`src/rtl/mac_pipe.sv`:
```
// mac_pipe: two-stage pipelined unsigned multiply-add / multiply-accumulate.
// Stage 1 registers the raw product and the beat's side information; stage 2
// adds either C or the running accumulator, then saturates or wraps the sum.
// OUT_WIDTH must be at least 2*WIDTH so that the product always fits.
module mac_pipe #(
   parameter int WIDTH     = 8,
   parameter int OUT_WIDTH = 18,
   parameter int SATURATE  = 1
) (
   input  logic                 clk,
   input  logic                 rst_n,
   input  logic                 in_valid,
   input  logic                 mode,
   input  logic                 acc_clr,
   input  logic [WIDTH-1:0]     A,
   input  logic [WIDTH-1:0]     B,
   input  logic [WIDTH-1:0]     C,
   output logic [OUT_WIDTH-1:0] DATA_OUT,
   output logic                 out_valid,
   output logic                 overflow
);

   localparam int PW = 2 * WIDTH;     // product width
   localparam int SW = OUT_WIDTH + 1; // sum width, one carry bit above the result

   // Stage-1 state
   logic [PW-1:0]        prod_q;
   logic [WIDTH-1:0]     c_q;
   logic                 mode_q;
   logic                 clr_q;
   logic                 vld1_q;

   // Stage-2 state and accumulator
   logic [OUT_WIDTH-1:0] data_q;
   logic                 ovf_q;
   logic                 vld2_q;
   logic [OUT_WIDTH-1:0] acc_q;

   // Stage-2 combinational results
   logic [SW-1:0]        prod_ext;
   logic [SW-1:0]        addend;
   logic [SW-1:0]        sum_d;
   logic                 ovf_d;
   logic [OUT_WIDTH-1:0] res_d;
   logic [PW-1:0]        prod_d;

   // Unsigned product of the incoming operands
   always_comb begin
      prod_d = PW'(A) * PW'(B);
   end

   // Stage 1: capture product, addend and control; data fields only load on a valid beat
   always_ff @(posedge clk or negedge rst_n) begin
      if (!rst_n) begin
         prod_q <= '0;
         c_q    <= '0;
         mode_q <= 1'b0;
         clr_q  <= 1'b0;
         vld1_q <= 1'b0;
      end else begin
         vld1_q <= in_valid;
         if (in_valid) begin
            prod_q <= prod_d;
            c_q    <= C;
            mode_q <= mode;
            clr_q  <= acc_clr;
         end
      end
   end

   // Stage-2 datapath: pick the addend, add, then saturate or wrap.
   // Both operands are below 2^OUT_WIDTH, so the sum exceeds the result range
   // exactly when its carry bit is set.
   always_comb begin
      prod_ext = {{(SW - PW){1'b0}}, prod_q};
      addend   = '0;
      if (mode_q) begin
         if (!clr_q) begin
            addend = {1'b0, acc_q};
         end
      end else begin
         addend = {{(SW - WIDTH){1'b0}}, c_q};
      end
      sum_d = prod_ext + addend;
      ovf_d = sum_d[OUT_WIDTH];
      res_d = sum_d[OUT_WIDTH-1:0];
      if (ovf_d && (SATURATE != 0)) begin
         res_d = '1;
      end
   end

   // Stage 2: publish the result; only ACC beats write back into the accumulator
   always_ff @(posedge clk or negedge rst_n) begin
      if (!rst_n) begin
         data_q <= '0;
         ovf_q  <= 1'b0;
         vld2_q <= 1'b0;
         acc_q  <= '0;
      end else begin
         vld2_q <= vld1_q;
         if (vld1_q) begin
            data_q <= res_d;
            ovf_q  <= ovf_d;
            if (mode_q) begin
               acc_q <= res_d;
            end
         end
      end
   end

   assign DATA_OUT  = data_q;
   assign out_valid = vld2_q;
   assign overflow  = ovf_q;

endmodule

```
`config.mk`:
```
export PLATFORM = sky130hd
export DESIGN_NAME = mac_pipe
export DESIGN_NICKNAME = d
export VERILOG_FILES = /design/src/rtl/mac_pipe.sv
export SDC_FILE = /design/constraint.sdc
export NUM_CORES = 1
export LEC_CHECK = 0
export CAP_MARGIN = 10
export CORE_MARGIN = 1.5
export CORE_UTILIZATION = 45
export CTS_CLUSTER_DIAMETER = 120
export DETAILED_ROUTE_END_ITERATION = 16
export GPL_TIMING_DRIVEN = 0
export PLACE_DENSITY_LB_ADDON = 0.15
export SLEW_MARGIN = 10
export SYNTH_ARGS = -nofsm -noshare
export SYNTH_HDL_FRONTEND = slang
export SYNTH_SLANG_ARGS = --single-unit
```
`constraint.sdc`:
```
create_clock -name clk -period 3.4 [get_ports clk]
set_clock_uncertainty 0.1 [all_clocks]
set_input_delay 0.68 -clock clk [delete_from_list [all_inputs] [get_ports clk]]
set_output_delay 0.68 -clock clk [all_outputs]
set_load 0.05 [all_outputs]
```
==> out/results.ini, run 1 <==
[run_status]
outcome = finished, violations left
violations = setup timing

[grt]
grt_overflow_total = 0
antenna_found_initial = 0
grt_max_degree = 66
grt_pass1_vias = 4465
grt_first_pass_wirelength_um = 21400
grt_usage_pct = 20.8

[synth]
syn_avg_cell_area_um2 = 8.98
synth_top_area_cell = dfrtp_1
synth_edf_count = 0
netlist.area_leader.share_pct = 29.4
yosysUniqueCellTypes = 51
ys_seq_elements = 65
yosys_warnings = 0
synthArstFlopShare_pct = 100
synth_cells = 616
synth_ff_type = dfrtp_1
yosys-top-cells-area = dfrtp_1, fa_1, ha_1
syn_nets = 734
synth.cell_area_mm2 = 0.00553
seq_area_frac_synth_pct = 29.4

[die]
io_pins = 49
dieArea_mm2 = 0.0130
core_mm2 = 0.0120
die-height_um = 114
rows = 40
die_x_um = 114
initial_core_util_pct = 46.1

[critical_path]
required_ns = 3.52
path_max_fanout = 5
critical_path_arrival_ns = 4.42
endpoint_kind = flop
path_buf_inv = 5
crit_slowest_cell = fa_1
path_delay_family = adder cells
start_kind = input port
path_common_cell = fa_1
crit_chain = buf_8, and2_4, fa_1, inv_2, fa_1, inv_2, fa_1, inv_1, fa_1, inv_2, ha_4, or3_4, o21a_1, a21oi_2, xnor2_1, mux2_2
crit_type = in -> reg
slowest_delay_ns = 0.55

[layout]
area_growth_syn_to_layout_pct = 20.6
nNetsFinal = 802
fin_util_pct = 55.5
antenna_cells = 0
drive_gt1_share_pct = 13.2

[clocking]
htree_levels = 3
cts_root_buf = clkbuf_16
clk_latency_ns = 0.33
cts_tree = built
holdBufCountCts = 0
clock_sinks = 65
cts_buffers = 9
clk_pin_slew_ns = 0.06
clockBufferDepth = 2

[detailed_routing]
drtIter0Drc = 207
wl_per_cell_um = 15.0
detail_route.wirelength_um = 12500
first_pass_iters = 4
drc = 0
vias_per_cell = 5.38
num_vias = 4495
detail-route-antenna-nets = 0

[job]
drv_cap = 0

[placed_design]
portBuffers = 48
hpwlAfterDp_um = 9820
detailedPlace.worstSlack_ns = -1.81
gp_congestion = 0.825

[timing]
setup_viol = 10
rsz0062_at_grt = true
worst_pin_slew_ns = 0.840
drv_slew = 0
hold_viol_final = 0
slew_headroom_pct = 44.0
hold_slack_ns = 0.271
layout_min_cycle_time_ns = 4.31
min_period_over_period_pct = 127
timing.final.ws_setup_ns = -0.908
max_freq_mhz = 232

[worst_hold_path]
hp-class = reg -> reg

[power_and_ir_drop]
cellPowerDensity_mw_per_mm2 = 763
power.total_uw = 5090
ir_worst_vdd_mv = 0.403
p_leak_uw = 0.00309

sequential cells by signal (all words and copies together) (netlist names):
signal	cells
DATA_OUT	18
c_q	8
acc_q	18
out_valid	1
mode_q	1
clr_q	1
prod_q	16
vld1_q	1
overflow	1
where the power goes:
group	internal, µW	leakage [µW]	switching [µW]
Combinational	1260	0.00219	1740
Clock	517	0.000128	351
Sequential	1050	0.000773	164
cell type report:
| type | instances | area [µm²] |
|---|---|---|
| Inverter | 64 | 240 |
| Buffer | 18 | 86.3 |
| Clock buffer | 11 | 243 |
| Fill cell | 1113 | 5340 |
| Tap cell | 147 | 184 |
| Timing Repair Buffer | 58 | 524 |
| Multi-Input combinational cell | 468 | 3720 |
| Sequential cell | 65 | 1630 |
| Clock inverter | 5 | 40.0 |
synthesized netlist by cell type, types with 8 or more instances:
cell      count
ha_1         52
nand3_1      12
inv_1        63
and2_1       53
clkbuf_1     17
fa_1         37
o21ai_1       9
a21oi_1      41
nand2b_1      8
nor2_1       40
mux2_2       12
xnor2_1      16
nand2_1      71
o21ai_0      39
dfrtp_1      65
worst paths after layout:
check | endpoint | start | cells past startpoint | slack, ns
hold reg to reg | out_valid | vld1_q | 0 | 0.27
min in group asynchronous | vld1_q | rst_n | 1 | 0.34
setup / recovery | prod_q[11] | B[3] | 16 | -0.91
setup reg to reg | acc_q[12] | mode_q | 13 | 0.15
hold / removal | out_valid | vld1_q | 0 | 0.27
max in group asynchronous | prod_q[7] | rst_n | 1 | 2.30
cells in the final DEF, fill, tap and decap left out, types with 8 or more instances in the layout:
cell             instances
buf_4                   14
fa_1                    35
xnor2_1                 16
o21ai_0                 36
a21oi_1                 38
dfrtp_1                 65
inv_1                   59
clkdlybuf4s50_1         31
mux2_2                  10
nor2_1                  40
and2_1                  49
clkbuf_1                15
o21ai_1                 11
nand3_1                 12
nand2b_1                 8
ha_1                    48
nand2_1                 70
clkbuf_16                9
logic make-up after synthesis:
| kind of cell | synth area share (%) |
|---|---|
| buf+inv | 5.77 |
| simple gates | 18.8 |
| xor+xnor | 3.17 |
| flops | 29.4 |
| fa+ha+maj | 25.2 |
| mux | 2.80 |
| compound gates | 14.9 |
layer usage:
metal / track usage, % / vias to the layer above / share of wire (%)
met2: 33.6 / 58 / 47
met3: 3.67 / 12 / 2.7
met1: 29.4 / 2225 / 49
met4: 4.42 / 0 / 1.1
met5: 0 / - / 0
li1: - / 2200 / -
metrics by stage:
stage          setup TNS [ns]  cells  instance area [µm²]
2_1_floorplan           -6.93    616                 5580
3_3_place_gp           -61.61    811                 6250
3_5_place_dp           -24.84    811                 6250
4_1_cts                 -6.54    832                 6620
5_1_grt                 -8.03    836                 6670
6_report                -6.85    836                 6670
repair_timing:
| action | in CTS | in global routing |
|---|---|---|
| setup endpoints to repair | 48 | 45 |
| setup buffers | 6 | 4 |
| resized for setup | 101 | 10 |
| pin swaps | 23 | 13 |
(Power assumes the default switching activity.)
==> run 2, diff against run 1 <==
--- a/config.mk
+++ b/config.mk
@@ -12,6 +12,7 @@
 export DETAILED_ROUTE_END_ITERATION = 16
 export GPL_TIMING_DRIVEN = 0
 export PLACE_DENSITY_LB_ADDON = 0.15
+export SKIP_LAST_GASP = 1
 export SLEW_MARGIN = 10
 export SYNTH_ARGS = -nofsm -noshare
 export SYNTH_HDL_FRONTEND = slang
==> constraint.sdc (replaced) <==
create_clock -name clk -period 4.48 [get_ports clk]
set_clock_uncertainty 0.1 [all_clocks]
set_input_delay 0.896 -clock clk [delete_from_list [all_inputs] [get_ports clk]]
set_output_delay 0.896 -clock clk [all_outputs]
set_load 0.05 [all_outputs]
==> out/results.ini, run 2 (synthesized netlist as in run 1, its figures left out) <==
[run_status]
outcome = finished, violations left
violations = setup timing

[clocking]
cts_buffers = 9  ; unchanged
clock_sinks = 65  ; unchanged
holdBufCountCts = 0  ; unchanged
clk_pin_slew_ns = 0.05  ; about the same
cts_root_buf = clkbuf_16
cts_tree = built
clockBufferDepth = 2  ; unchanged
htree_levels = 3  ; unchanged
clk_latency_ns = 0.32  ; about the same

[detailed_routing]
vias_per_cell = 5.36  ; -0.25%
num_vias = 4473  ; -0.49%
detail-route-antenna-nets = 0  ; unchanged
wl_per_cell_um = 15.1  ; +0.72%
drc = 0  ; unchanged
drtIter0Drc = 237  ; +14%
detail_route.wirelength_um = 12600  ; +0.48%
first_pass_iters = 4  ; unchanged

[critical_path]
critical_path_arrival_ns = 4.61  ; +0.19 ns
crit_end = prod_q[14]
crit_chain = buf_12, and2_4, fa_1, inv_1, fa_1, inv_2, fa_1, inv_1, fa_1, inv_2, ha_4, or3_4, o21bai_4, a31oi_2, xnor2_1, mux2_2
start_kind = input port
endpoint_kind = flop
required_ns = 4.59  ; +1.07 ns
ff2ff_path_depth = 13  ; unchanged
slowest_delay_ns = 0.52  ; -0.03 ns
rrSetupSlack_ns = 0.54  ; +0.39 ns
path_delay_family = adder cells
crit_slowest_cell = fa_1
critPathLaunch = B[2]
path_common_cell = fa_1
worst-path-stages = 16  ; unchanged
path_max_fanout = 4  ; -1
r2r_start = mode_q
crit_type = in -> reg
timing.rr.end = acc_q[12]
path_buf_inv = 5  ; unchanged

[timing]
setup_viol = 2  ; -8
slew_headroom_pct = 57.5  ; +13 points
worst_pin_slew_ns = 0.637  ; -0.202 ns
rsz0062_at_grt = true
tns_ns = -0.0309  ; +6.82 ns
drv_slew = 0  ; unchanged
max_freq_mhz = 222
min_period_over_period_pct = 100
hold_viol_final = 0  ; unchanged
layout_min_cycle_time_ns = 4.50
timing.final.ws_setup_ns = -0.0173  ; +0.890 ns

[die]
die_x_um = 114  ; unchanged
rows = 40  ; unchanged
die-height_um = 114  ; unchanged
initial_core_util_pct = 46.1  ; unchanged
core_mm2 = 0.0120  ; unchanged
io_pins = 49  ; unchanged
dieArea_mm2 = 0.0130  ; unchanged

[placed_design]
gp_congestion = 0.846  ; +2.6%
hpwlAfterDp_um = 9920  ; +1.0%
portBuffers = 48  ; unchanged
dpl_cell_area_mm2 = 0.00625  ; about the same

[layout]
antenna_cells = 0  ; unchanged
nNetsFinal = 801  ; -0.12%
layout_common_cells = nand2_1, dfrtp_1, inv_1, and2_1, ha_1
drive_gt1_share_pct = 11.4  ; -1.9 points
layout_commonest_cell = nand2_1
fin_area_mm2 = 0.00669  ; +0.30%
area_growth_syn_to_layout_pct = 20.9
nFillCells = 1123  ; +0.90%

[grt]
grt_max_degree = 66  ; unchanged
grt_first_pass_wirelength_um = 21900  ; +2.0%
grt_pass1_vias = 4574  ; +2.4%
grt_overflow_total = 0  ; unchanged
grt_usage_pct = 21.1  ; +0.32 points
antenna_found_initial = 0  ; unchanged

[worst_hold_path]
hp-class = reg -> reg

[power_and_ir_drop]
p_leak_uw = 0.00310  ; +0.49%
power.total_uw = 3940  ; -23%
cellPowerDensity_mw_per_mm2 = 589  ; -23%
ir_worst_vdd_mv = 0.236  ; -41%

[job]
drv_cap = 0  ; unchanged

## run 2: cell types whose count changed in the layout (fill, tap and decap cells not counted), sizes merged
cell / previous run / this run
buf: 27 / 21
clkbuf: 27 / 32
bufinv: 0 / 2
clkinvlp: 3 / 1
clkdlybuf4s15: 1 / 0
dlygate4sd2: 1 / 2
inv: 65 / 64
## run 2: how the worst min path moves through the flow
stage                 from        end  slack (ns)  depth (start not counted)
floorplan           vld1_q  out_valid        0.25                          0
detailed placement  vld1_q  out_valid        0.28                          0
finish              vld1_q  out_valid        0.28                          0
global route        vld1_q  out_valid        0.29                          0
global placement    vld1_q  out_valid        0.26                          0
CTS                 vld1_q  out_valid        0.29                          0
## run 2: worst register-to-register path: stages, from the launching register on
cell and delay, ns:
dfrtp_1 0.38, nor2b_1 0.13, clkbuf_1 0.18, clkbuf_1 0.29, nand2_1 0.14, o21ai_0 0.09, ha_1 0.25, fa_1 0.44
a211oi_1 0.49, o21ai_0 0.21, a21oi_1 0.35, mux2i_1 0.13, nor3_1 0.44, o21ai_0 0.18
## run 2: cell type report
| class | instances | area, µm² | share of cell area, % |
|---|---|---|---|
| sequential | 65 | 1630 | 24.3 |
| timing repair buffer | 56 | 542 | 8.10 |
| multi-input combinational | 468 | 3690 | 55.1 |
| clock inverter | 4 | 76.3 | 1.14 |
| buffer | 19 | 78.8 | 1.18 |
| clock buffer | 11 | 253 | 3.78 |
| tap | 147 | 184 | 2.75 |
| inverter | 64 | 240 | 3.59 |
## run 2: stage by stage
step	instances	setup slack (ns)	hold WS [ns]	util (%)
3_5_place_dp	812	-0.935	0.277	52.0
5_1_grt	834	-0.139	0.290	55.7
2_1_floorplan	616	-0.0758	0.252	-
3_3_place_gp	811	-0.937	0.257	51.8
6_report	834	-0.0173	0.281	55.7
4_1_cts	833	-0.103	0.289	55.3
## run 2: report_power, final
group | internal (µW) | leakage, µW | switching (µW)
registers | 800 | 0.000773 | 120
logic | 940 | 0.00217 | 1310
clock network | 515 | 0.000158 | 251
total | 2260 | 0.00310 | 1680
## run 2: per-layer routing
layer  wire length (µm)  vias up  share of wire, %  GRT usage [%]
li1                   -     2192                 -              -
met1               6050     2209                48           30.3
met2               6080       64                48           34.3
met3                371        8               2.9           3.19
met4                 87        0              0.69           3.83
met5                  0        -                 0              0
## run 2: timing repair
action,in CTS,in global routing
gates resized for setup,90,18
buffers inserted,6,1
pin swaps,13,13
endpoints found under the setup margin,9,7
==> run 3, diff against run 2 <==
--- a/config.mk
+++ b/config.mk
@@ -7,7 +7,7 @@
 export LEC_CHECK = 0
 export CAP_MARGIN = 10
 export CORE_MARGIN = 1.5
-export CORE_UTILIZATION = 45
+export CORE_UTILIZATION = 59
 export CTS_CLUSTER_DIAMETER = 120
 export DETAILED_ROUTE_END_ITERATION = 16
 export GPL_TIMING_DRIVEN = 0
==> out/results.ini, run 3 (synthesized netlist as in run 1, its figures left out) <==
[power_and_ir_drop]
ir_worst_vdd_mv = 0.305  ; +29%
cellPowerDensity_mw_per_mm2 = 568  ; -3.5%
pwr-share-seq_pct = 24.8  ; +1.5 points
clock_power_share_pct = 15.4  ; -4.0 points
power_switching_uw = 1670  ; -0.68%
internal_power_uw = 2040  ; -9.5%
p_leak_uw = 0.00309  ; -0.36%
swShare_pct = 45.0  ; +2.3 points
combPwrFrac_pct = 59.9  ; +2.7 points

[run_status]
violations = setup timing
outcome = finished, violations left

[detailed_routing]
first_pass_iters = 4  ; unchanged
vias_per_cell = 5.73  ; +6.9%
wl_per_cell_um = 15.4  ; +2.0%
detail-route-antenna-nets = 0  ; unchanged
drc = 0  ; unchanged
num_vias = 4587  ; +2.5%
detail_route.wirelength_um = 12300  ; -2.1%
drtIter0Drc = 175  ; -26%

[timing]
layout_min_cycle_time_ns = 4.51  ; +0.0133 ns
rsz0062_at_grt = true
hold_viol_final = 0  ; unchanged
setup_viol = 4  ; +2
max_freq_mhz = 222  ; -0.30%
drv_slew = 0  ; unchanged
min_period_over_period_pct = 101  ; +0.30 points
slew_headroom_pct = 44.3  ; -13 points
worst_pin_slew_ns = 0.836  ; +0.199 ns
hold_slack_ns = 0.285  ; +0.00462 ns
timing.final.ws_setup_ns = -0.0306  ; -0.0133 ns

[grt]
grt_overflow_total = 0  ; unchanged
grt_pass1_vias = 4503  ; -1.6%
grt_first_pass_wirelength_um = 21200  ; -3.1%
grt_usage_pct = 26.6  ; +5.5 points
grt_max_degree = 66  ; unchanged
antenna_found_initial = 0  ; unchanged

[clocking]
clockBufferDepth = 2  ; unchanged
cts_tree = built
clk_latency_ns = 0.35  ; +0.03 ns
cts_root_buf = clkbuf_8
clock_sinks = 65  ; unchanged
clk_pin_slew_ns = 0.08  ; +0.03 ns
cts_buffers = 9  ; unchanged
htree_levels = 3  ; unchanged
holdBufCountCts = 0  ; unchanged

[layout]
finalNonFillerCells = 800  ; -4.1%
fin_area_mm2 = 0.00653  ; -2.3%
antenna_cells = 0  ; unchanged
drive_gt1_share_pct = 11.6  ; +0.26 points
layout_common_cells = nand2_1, dfrtp_1, inv_1, and2_1, ha_1
nFillCells = 706  ; -37%
area_growth_syn_to_layout_pct = 18.1
nNetsFinal = 802  ; +0.12%
fin_util_pct = 71.4  ; +16 points
layout_commonest_cell = nand2_1

[placed_design]
dp_cells = 775  ; -4.6%
detailedPlace.worstSlack_ns = -0.956  ; -0.0215 ns
portBuffers = 48  ; unchanged
dpl_cell_area_mm2 = 0.00618  ; -1.2%
hpwlAfterDp_um = 9490  ; -4.4%
gp_congestion = 0.867  ; +2.4%

[critical_path]
path_max_fanout = 3  ; -1
critical_path_arrival_ns = 4.64  ; +0.03 ns
required_ns = 4.61  ; +0.02 ns
crit_type = in -> reg
endpoint_kind = flop
start_kind = input port

[die]
initial_core_util_pct = 60.4  ; +14 points
die_x_um = 99.8  ; -12%
die-height_um = 99.8  ; -12%
core_mm2 = 0.00915  ; -24%
rows = 35  ; -13%
dieArea_mm2 = 0.00997  ; -23%
io_pins = 49  ; unchanged

[worst_hold_path]
hp-class = reg -> reg

[job]
drv_cap = 0  ; unchanged

run 3: layer usage:
metal  global-route usage [%]  routed length [µm]
met3                     3.90                 528
met4                     5.53                  76
met1                     38.0                5730
met5                        0                   0
met2                     43.6                5990
run 3: critical path, cell delays in order:
cell and delay (ns):
buf_12 0.10, and2_4 0.15, fa_1 0.53, inv_1 0.05
fa_1 0.50, inv_2 0.05, fa_1 0.52, inv_1 0.05
fa_1 0.50, inv_2 0.05, ha_4 0.15, or3_1 0.35
o21a_1 0.21, a21oi_2 0.20, xnor2_1 0.09, mux2_4 0.26
run 3: power groups by stage:
stage	sequential [µW]	combinational (µW)	clock, µW
after global placement	923	2020	0
after global routing	942	2470	601
after detailed placement	930	2070	0
after CTS	919	2140	579
final	920	2220	570
after floorplan	1150	1330	0
run 3: cell type report:
class                   instances  area (µm²)  area share, %
plain buffers                  19        78.8           1.21
clock buffers                   9         124           1.90
clock inverters                 7         100           1.53
inverters                      64         240           3.68
multi-input cells             468        3690           56.5
flip-flops and latches         65        1630           24.9
well taps                     111         139           2.13
repair buffers                 57         532           8.14
run 3: timing repair:
item	CTS	global route
pin swaps	9	14
setup buffers	6	4
endpoints found under the setup margin	9	6
resized for setup	88	16
run 3: final timing paths:
check | start | to | slack, ns | cells after the start
min | vld1_q | out_valid | 0.29 | 0
min reg2reg | vld1_q | out_valid | 0.29 | 0
max in group asynchronous | rst_n | acc_q[17] | 3.18 | 1
min in group asynchronous | rst_n | prod_q[14] | 0.52 | 1
max reg2reg | mode_q | acc_q[12] | 0.51 | 13
max | B[2] | prod_q[11] | -0.03 | 16
run 3: through the flow:
step | power [µW] | setup TNS, ns
2_1_floorplan | 2470 | -0.164
3_3_place_gp | 2950 | -6.70
3_5_place_dp | 3000 | -7.26
4_1_cts | 3640 | -0.0665
5_1_grt | 4020 | -0.490
6_report | 3710 | -0.0602
